`src/rtl/intt_twiddle_sequencer.sv`:
```
// ---------------------------------------------------------------------------
// intt_twiddle_sequencer
//
// Reads the 128-entry Kyber zeta ROM (q = 3329, normal domain) in inverse-NTT
// order and streams the negated twiddles (Q - zeta) to the INTT butterfly
// controller. There is one token per butterfly group: k runs 127 down to 1
// over layers len = 2..128. A final scale token (128^-1 mod Q) follows.
//
// Ports:
//   clk       system clock
//   rst       synchronous active-high reset
//   start     one-cycle request to begin a sequence (ignored unless idle)
//   busy      high from the cycle after an accepted start until done
//   done      one-cycle pulse after the scale token handshakes
//   tw_addr   ROM address, equals k while fetching, 0 otherwise
//   tw_data   ROM data, combinational; only bits [11:0] are used
//   tw_valid  output token valid
//   tw_ready  consumer ready
//   tw_value  Q - zeta (0 if zeta == 0), or SCALE_F on the scale token
//   tw_layer  layer 0..6 (len = 2 << layer), 7 on the scale token
//   tw_group  group index within the layer, 0 on the scale token
//   tw_scale  marks the scale token
//   tw_last   marks the final token (same as tw_scale)
// ---------------------------------------------------------------------------
module intt_twiddle_sequencer #(
    parameter int unsigned Q       = 3329,
    parameter int unsigned SCALE_F = 3303
) (
    input  logic        clk,
    input  logic        rst,
    input  logic        start,
    output logic        busy,
    output logic        done,
    output logic [6:0]  tw_addr,
    input  logic [23:0] tw_data,
    output logic        tw_valid,
    input  logic        tw_ready,
    output logic [11:0] tw_value,
    output logic [2:0]  tw_layer,
    output logic [6:0]  tw_group,
    output logic        tw_scale,
    output logic        tw_last
);

    localparam logic [11:0] Q_W       = 12'(Q);
    localparam logic [11:0] SCALE_W   = 12'(SCALE_F);
    localparam logic [6:0]  K_FIRST   = 7'd127;
    localparam logic [2:0]  SCALE_LYR = 3'd7;

    typedef enum logic [2:0] {
        S_IDLE,
        S_FETCH,
        S_HOLD,
        S_SCALE,
        S_DONE
    } state_t;

    state_t      state_q, state_d;
    logic [6:0]  k_q, k_d;
    logic [2:0]  layer_q, layer_d;
    logic [6:0]  group_q, group_d;

    // Next values of the registered outputs.
    logic        busy_d;
    logic        done_d;
    logic        valid_d;
    logic [11:0] value_d;
    logic [2:0]  tlayer_d;
    logic [6:0]  tgroup_d;
    logic        scale_d;
    logic        last_d;

    logic [11:0] zeta;
    logic [6:0]  group_inc;
    logic [6:0]  group_lim;

    // The upper half of the ROM word carries no information for this block.
    logic        unused_rom_hi;
    assign unused_rom_hi = ^tw_data[23:12];

    assign zeta      = tw_data[11:0];
    assign group_inc = group_q + 7'd1;
    // Layer L holds 64 >> L groups; layer_q never exceeds 6 while it is used.
    assign group_lim = 7'd64 >> layer_q;

    // The ROM read is combinational, so the address is only driven while
    // fetching; it rests at 0 so the unused entry 0 is the idle address.
    assign tw_addr = (state_q == S_FETCH) ? k_q : 7'd0;

    // -----------------------------------------------------------------------
    // Next-state and next-output logic
    // -----------------------------------------------------------------------
    always_comb begin
        // NOTE: every signal gets a default here so no path leaves it
        // unassigned, which would otherwise infer a latch.
        state_d  = state_q;
        k_d      = k_q;
        layer_d  = layer_q;
        group_d  = group_q;
        busy_d   = busy;
        done_d   = 1'b0;
        valid_d  = tw_valid;
        value_d  = tw_value;
        tlayer_d = tw_layer;
        tgroup_d = tw_group;
        scale_d  = tw_scale;
        last_d   = tw_last;

        unique case (state_q)
            S_IDLE: begin
                if (start) begin
                    state_d = S_FETCH;
                    k_d     = K_FIRST;
                    layer_d = 3'd0;
                    group_d = 7'd0;
                    busy_d  = 1'b1;
                end
            end

            S_FETCH: begin
                // Negate in the normal domain; zeta == 0 stays 0 rather than Q.
                value_d  = (zeta == 12'd0) ? 12'd0 : (Q_W - zeta);
                tlayer_d = layer_q;
                tgroup_d = group_q;
                valid_d  = 1'b1;
                state_d  = S_HOLD;
            end

            S_HOLD: begin
                // Outputs hold their registered values until the consumer
                // takes the token.
                if (tw_ready) begin
                    valid_d = 1'b0;
                    if (k_q == 7'd1) begin
                        state_d = S_SCALE;
                    end else begin
                        k_d = k_q - 7'd1;
                        if (group_inc == group_lim) begin
                            group_d = 7'd0;
                            layer_d = layer_q + 3'd1;
                        end else begin
                            group_d = group_inc;
                        end
                        state_d = S_FETCH;
                    end
                end
            end

            S_SCALE: begin
                // First cycle loads the scale token, then it waits for the
                // handshake like any other token.
                if (!tw_valid) begin
                    value_d  = SCALE_W;
                    tlayer_d = SCALE_LYR;
                    tgroup_d = 7'd0;
                    scale_d  = 1'b1;
                    last_d   = 1'b1;
                    valid_d  = 1'b1;
                end else if (tw_ready) begin
                    valid_d = 1'b0;
                    scale_d = 1'b0;
                    last_d  = 1'b0;
                    busy_d  = 1'b0;
                    done_d  = 1'b1;
                    state_d = S_DONE;
                end
            end

            S_DONE: begin
                // start is deliberately not looked at here.
                state_d = S_IDLE;
            end

            default: begin
                state_d = S_IDLE;
            end
        endcase
    end

    // -----------------------------------------------------------------------
    // State and output registers
    // -----------------------------------------------------------------------
    always_ff @(posedge clk) begin
        // NOTE: non-blocking assignments so every register samples the
        // pre-edge value of the others, independent of statement order.
        if (rst) begin
            state_q  <= S_IDLE;
            k_q      <= 7'd0;
            layer_q  <= 3'd0;
            group_q  <= 7'd0;
            busy     <= 1'b0;
            done     <= 1'b0;
            tw_valid <= 1'b0;
            tw_value <= 12'd0;
            tw_layer <= 3'd0;
            tw_group <= 7'd0;
            tw_scale <= 1'b0;
            tw_last  <= 1'b0;
        end else begin
            state_q  <= state_d;
            k_q      <= k_d;
            layer_q  <= layer_d;
            group_q  <= group_d;
            busy     <= busy_d;
            done     <= done_d;
            tw_valid <= valid_d;
            tw_value <= value_d;
            tw_layer <= tlayer_d;
            tw_group <= tgroup_d;
            tw_scale <= scale_d;
            tw_last  <= last_d;
        end
    end

endmodule

```
`config.mk`:
```
export PLATFORM = sky130hd
export DESIGN_NAME = intt_twiddle_sequencer
export DESIGN_NICKNAME = d
export VERILOG_FILES = /design/src/rtl/intt_twiddle_sequencer.sv
export SDC_FILE = /design/constraint.sdc
export NUM_CORES = 1
export LEC_CHECK = 0
export ABC_AREA = 1
export BUFFER_PORTS_ARGS = -buffer_cell sky130_fd_sc_hd__buf_2
export CORE_MARGIN = 1
export CORE_UTILIZATION = 54
export DETAILED_ROUTE_END_ITERATION = 10
export GPL_TIMING_DRIVEN = 0
export PLACE_DENSITY = 0.8
export REMOVE_ABC_BUFFERS = 1
export SETUP_SLACK_MARGIN = 0.2
export SLEW_MARGIN = 20
export SYNTH_ARGS = -nofsm -noshare
export SYNTH_HDL_FRONTEND = slang
export SYNTH_SLANG_ARGS = --single-unit
```
`constraint.sdc`:
```
create_clock -name clk -period 1.8 [get_ports clk]
set_input_delay 0.09 -clock clk [delete_from_list [all_inputs] [get_ports clk]]
set_output_delay 0.09 -clock clk [all_outputs]
set_load 0.02 [all_outputs]
```
Word level (Yosys, flattened, before mapping)
Cells that the tools add are included.
{"block": "totals", "in_bits": 28, "reg_bits": 46, "elab_cells": 82}
{"block": "classes", "n_eq_ne": 13, "n_reduce_logical": 14, "n_shift": 1, "mux": 37, "bitwise_logic": 2, "add_sub_neg": 4}
{"operator": "7-bit two-way mux", "n": 9}
{"operator": "7-bit case mux with 2 select lines", "n": 3}
{"operator": "3-bit two-way mux", "n": 9}
{"operator": "12-bit two-way mux", "n": 2}
{"operator": "12-bit case mux with 2 select lines", "n": 1}
{"operator": "2-bit inequality test, second input constant", "n": 7}
{"operator": "12-bit logical NOT", "n": 1}
{"operator": "3-bit case mux with 2 select lines", "n": 2}
{"operator": "3-bit case mux with 4 select lines", "n": 1}
{"operator": "4-bit AND reduction", "n": 3}
{"operator": "12-bit subtractor, first input constant", "n": 1}
{"operator": "7-bit by 1-bit adder with 7-bit output, second input constant", "n": 1}
{"operator": "7-bit by 1-bit == test with 1-bit output, second input constant", "n": 1}
{"operator": "7-bit == test", "n": 1}
{"operator": "1-bit two-way mux", "n": 7}
{"operator": "7-bit by 3-bit >> shifter with 7-bit output, first input constant", "n": 1}
{"operator": "7-bit by 1-bit subtractor with 7-bit output, second input constant", "n": 1}
{"operator": "3-bit by 2-bit == test with 1-bit output, second input constant", "n": 2}
{"operator": "2-bit AND reduction", "n": 3}
{"operator": "2-bit nonzero test", "n": 3}
{"operator": "5-bit AND reduction", "n": 1}
{"operator": "3-bit by 1-bit adder with 3-bit output, second input constant", "n": 1}
{"operator": "3-bit by 1-bit == test with 1-bit output, second input constant", "n": 1}
{"operator": "3-bit logical NOT", "n": 1}
{"operator": "7 further kinds", "n": 8}

Depth between registers and ports, before layout
{"block": "logic_depth", "word_depth": 6, "depth_mapped": 15, "depth_no_buf": 15}

Worst setup path before layout
OpenSTA, ideal clock, no wires.
{"block": "synth_timing", "kind": "reg2reg", "startpoint": "reg group_q[0]", "endpoint": "reg layer_q[0]", "path_slack_ns": 0.174, "arrival_time_ns": 1.513, "stages_incl_launch_ff": 13, "period_less_slack_ns": 1.626, "setup_time_ns": 0.113, "path_cell_list": "dfxtp_1 -> ha_1 -> nand2_2 -> nor2_2 -> nand3_2 -> nand3_1 -> nand2_1 -> nor2_4 -> nand2_4 -> nand2_4 -> nand2_2 -> nor2_1 -> nor2_1"}
{"block": "synth_between", "elab_chain_len": 4}
{"item": "start, declared", "line": "61", "source": "logic [6:0] group_q, group_d;"}
{"item": "start signal, assigned", "line": "203", "source": "group_q <= group_d;"}
{"item": "7-bit by 1-bit adder with 7-bit output", "line": "82", "source": "assign group_inc = group_q + 7'd1;"}
{"item": "7-bit == test", "line": "138", "source": "if (group_inc == group_lim) begin"}
{"item": "2-bit inequality test (no line)"}
{"item": "5-bit AND reduction (no line)"}
{"item": "end signal, assigned", "line": "202", "source": "layer_q <= layer_d;"}
{"item": "end, declared", "line": "60", "source": "logic [2:0] layer_q, layer_d;"}
No other way between the ends.
A chain may end at the register's enable or synchronous reset.

Worst setup path in the final report
{"block": "layout_timing", "startpoint": "reg group_q[0]", "endpoint": "reg group_q[1]"}
{"block": "layout_between", "elab_chain_len": 6}
{"item": "7-bit by 1-bit adder with 7-bit output (*)", "line": "82"}
{"item": "7-bit == test", "line": "138"}
{"item": "7-bit two-way mux (*)", "line": "138"}
{"item": "7-bit two-way mux (*)", "line": "134", "source": "if (k_q == 7'd1) begin"}
{"item": "7-bit two-way mux (*)", "line": "132", "source": "if (tw_ready) begin"}
{"item": "7-bit case mux with 2 select lines (*)", "line": "109", "source": "unique case (state_q)"}
Mark *: on every way between the ends. The rest lies on a longest branch, timed or not. The select of a mux whose other input is x is not followed.

==> impl_metrics.ini <==
[synth]
synth-seq-area-share_pct = 34.77
synth_top_area_share_pct = 34.77
synth_cells = 377
synth_top_area_cell = dfxtp_1
synth_area_leaders = dfxtp_1, nand2_1, inv_1
avgSynthCellArea_um2 = 7.026
yosysUniqueCellTypes = 37
synth_seq_cells = 46
yosysWarnings = 0
netlist_area_mm2 = 0.002649

[floorplanning]
fp-row-count = 25
die_height_um = 72.04
die-area_mm2 = 0.005189
initial_core_util_pct = 56.08
die_x_um = 72.04
io_pins = 62
core_area_mm2 = 0.004723

[detailed_routing]
remaining_drc_errors = 0
viasPerCell = 5.593
highest_layer = met4
met1Wirelength_mm = 3.290
dr_wl_met3_um = 478
initialDrtViolationCount = 243
wirelength_mm = 7.807
wl_per_cell_um = 15.19
antenna_left = 0
wl_met2_mm = 3.729
first_pass_iters = 5
vias = 2875

[clock_tree]
clkLatencyLatePin_ns = 0.30
cts_buffers = 5
cts_tree = yes
htreeDepth = 2
clkSinkCount = 46
clockBufferDepth = 2
cts_root_buf = clkbuf_8
clk_pin_slew_ns = 0.09

[finish]
finish.utilization_pct = 74.70
drive_above_1_share_pct = 38.93
fin_cells = 514
diodes = 0
final_common_cell = nand2_1
syn2layout_area_growth_pct = 33.21
final_cell_mix = nand2_1, buf_2, dfxtp_1
nets = 483

[setup_path]
reg2reg_from = group_q[0]
path_class = flop to flop
critPathBufInv = 1
crit_chain = ha_4 > nand3b_1 > nand2_1 > nor2_2 > nand3_2 > nor2_4 > nand2_4 > buf_4 > nand3_1 > a21oi_1
worst-path-max-fanout = 7
path_delay_family = simple AND/OR/NAND/NOR gates
cpPeakStageDelay_ns = 0.37
worstPathArrival_ns = 1.89
start_kind = flop
cp_slowest_cell = dfxtp_4
cp-end-kind = flop
startpoint = group_q[0]
crit_required_ns = 1.96

[global_route]
grt_pass1_wl_mm = 11.19
track_usage_pct = 27.15
antenna_found_initial = 0
grt_pass1_vias = 2478
grt_max_degree = 34
overflow = 0

[placed_design]
dp.cells = 478
numPortBuffers = 49
dp_hpwl_mm = 4.082
place_ws_ns = -0.7023
finalWeightedCongestion = 0.8290

[sta]
slew_headroom_pct = 55.21
final-hold-violation-count = 0
period_share_pct = 96.32
finalMaxSlewViolations = 0
whs_ns = 0.09543
skew_ns = 0.007380
setup_ws_ns = 0.06620
worstMarginPinSlew_ns = 0.6719
rsz0062_at_grt = yes
finalCriticalPeriod_ns = 1.734
fmax_mhz = 576.8
setup_violations = 0

[run]
maxCapViolCount = 0

[outcome]
outcome = finished, final reports clean

[power]
p_per_area_mw_per_mm2 = 1499
max-vdd-ir-drop_v = 0.0008125
power_uw = 5291
leakage_uw = 0.001621

[worst_hold_path]
worstHoldStart = tw_data[11]
hp-class = input port to flop
## report_power, final
group	switching [uW]	leakage (uW)	total (uW)	internal, uW
logic	1790	0.00118	2950	1160
registers	283	0.000383	1570	1290
clock network	360	0.0000579	769	409
## worst paths after layout
kind,slack [ns],to,depth (start not counted)
worst max-delay path,0.07,group_q[1],10
worst min-delay path,0.1,tw_value[11],4
worst max register to register,0.07,group_q[1],10
worst min register to register,0.47,tw_group[4],2
## synth_stat cells
library cell / instances
buf_6: 1
o211ai_1: 3
o21ai_2: 5
nand3_4: 1
nand3_1: 27
nor3_1: 1
o221ai_1: 1
a31o_2: 1
a31oi_1: 5
ha_1: 9
buf_2: 6
nor2_8: 1
a21oi_1: 25
xor2_1: 9
a22oi_1: 1
a21oi_4: 1
buf_4: 3
clkbuf_1: 5
nand3b_1: 4
nor2_4: 1
o21ai_1: 3
a21oi_2: 8
nand2_1: 103
dfxtp_1: 46
nand3_2: 3
o21bai_1: 1
nor3b_1: 1
nor2_1: 28
nand2_4: 2
inv_1: 40
nand4_1: 4
nand2_2: 5
or2_2: 1
nor2_2: 5
xnor2_1: 2
inv_2: 8
o21ai_0: 7
## kinds of logic after synthesis
group | Yosys count | share of synthesized area, %
adder cells (fa/ha/maj) | 9 | 4.251
buffers and inverters | 63 | 9.920
AO/OA/AOI/OAI | 61 | 14.79
XOR/XNOR | 11 | 3.638
flip-flops | 46 | 34.77
AND/OR/NAND/NOR | 187 | 32.64
## layout make-up
cell class | instances | area, um2
inverters | 48 | 210.2
flip-flops and latches | 46 | 955.9
repair buffers | 74 | 484.2
fillers | 298 | 1195
well taps | 67 | 83.83
clock buffers | 5 | 68.82
repair inverters | 3 | 26.28
multi-input cells | 268 | 1659
clock inverters | 3 | 40.04
## sequential cells by signal, summed over array words and instances, names as in the netlist
register	count
busy	1
layer_q	3
k_q	7
done	1
tw_value	12
tw_group	7
tw_last	1
tw_valid	1
state_q	3
tw_layer	3
group_q	7
## worst min-delay path: stages
cell	delay, ns
buf_2	0.09
nand2_1	0.05
nand3_1	0.06
a31oi_1	0.06
## through the flow
stage	setup TNS, ns	instance area, um2
after floorplan	-1.888	2566
after global placement	-22.07	2895
after detailed placement	-24.21	2895
after CTS	0	3303
after global routing	-0.04091	3528
final	0	3528
## per-layer routing
metal | global-route usage, % | vias up
met1 | 33.51 | 1353
li1 | - | 1338
met4 | 9.586 | 0
met5 | 0 | -
met2 | 46.96 | 138
met3 | 5.694 | 46
## repair_timing
| action | in CTS | in global routing |
|---|---|---|
| gates resized for setup | 39 | 52 |
| cloned | 1 | 2 |
| endpoints found under the setup margin | 52 | 46 |
| hold buffers | 0 | 0 |
| pin swaps | 14 | 16 |
| buffers inserted | 19 | 6 |
No activity file was read; power rests on OpenSTA's default activity.
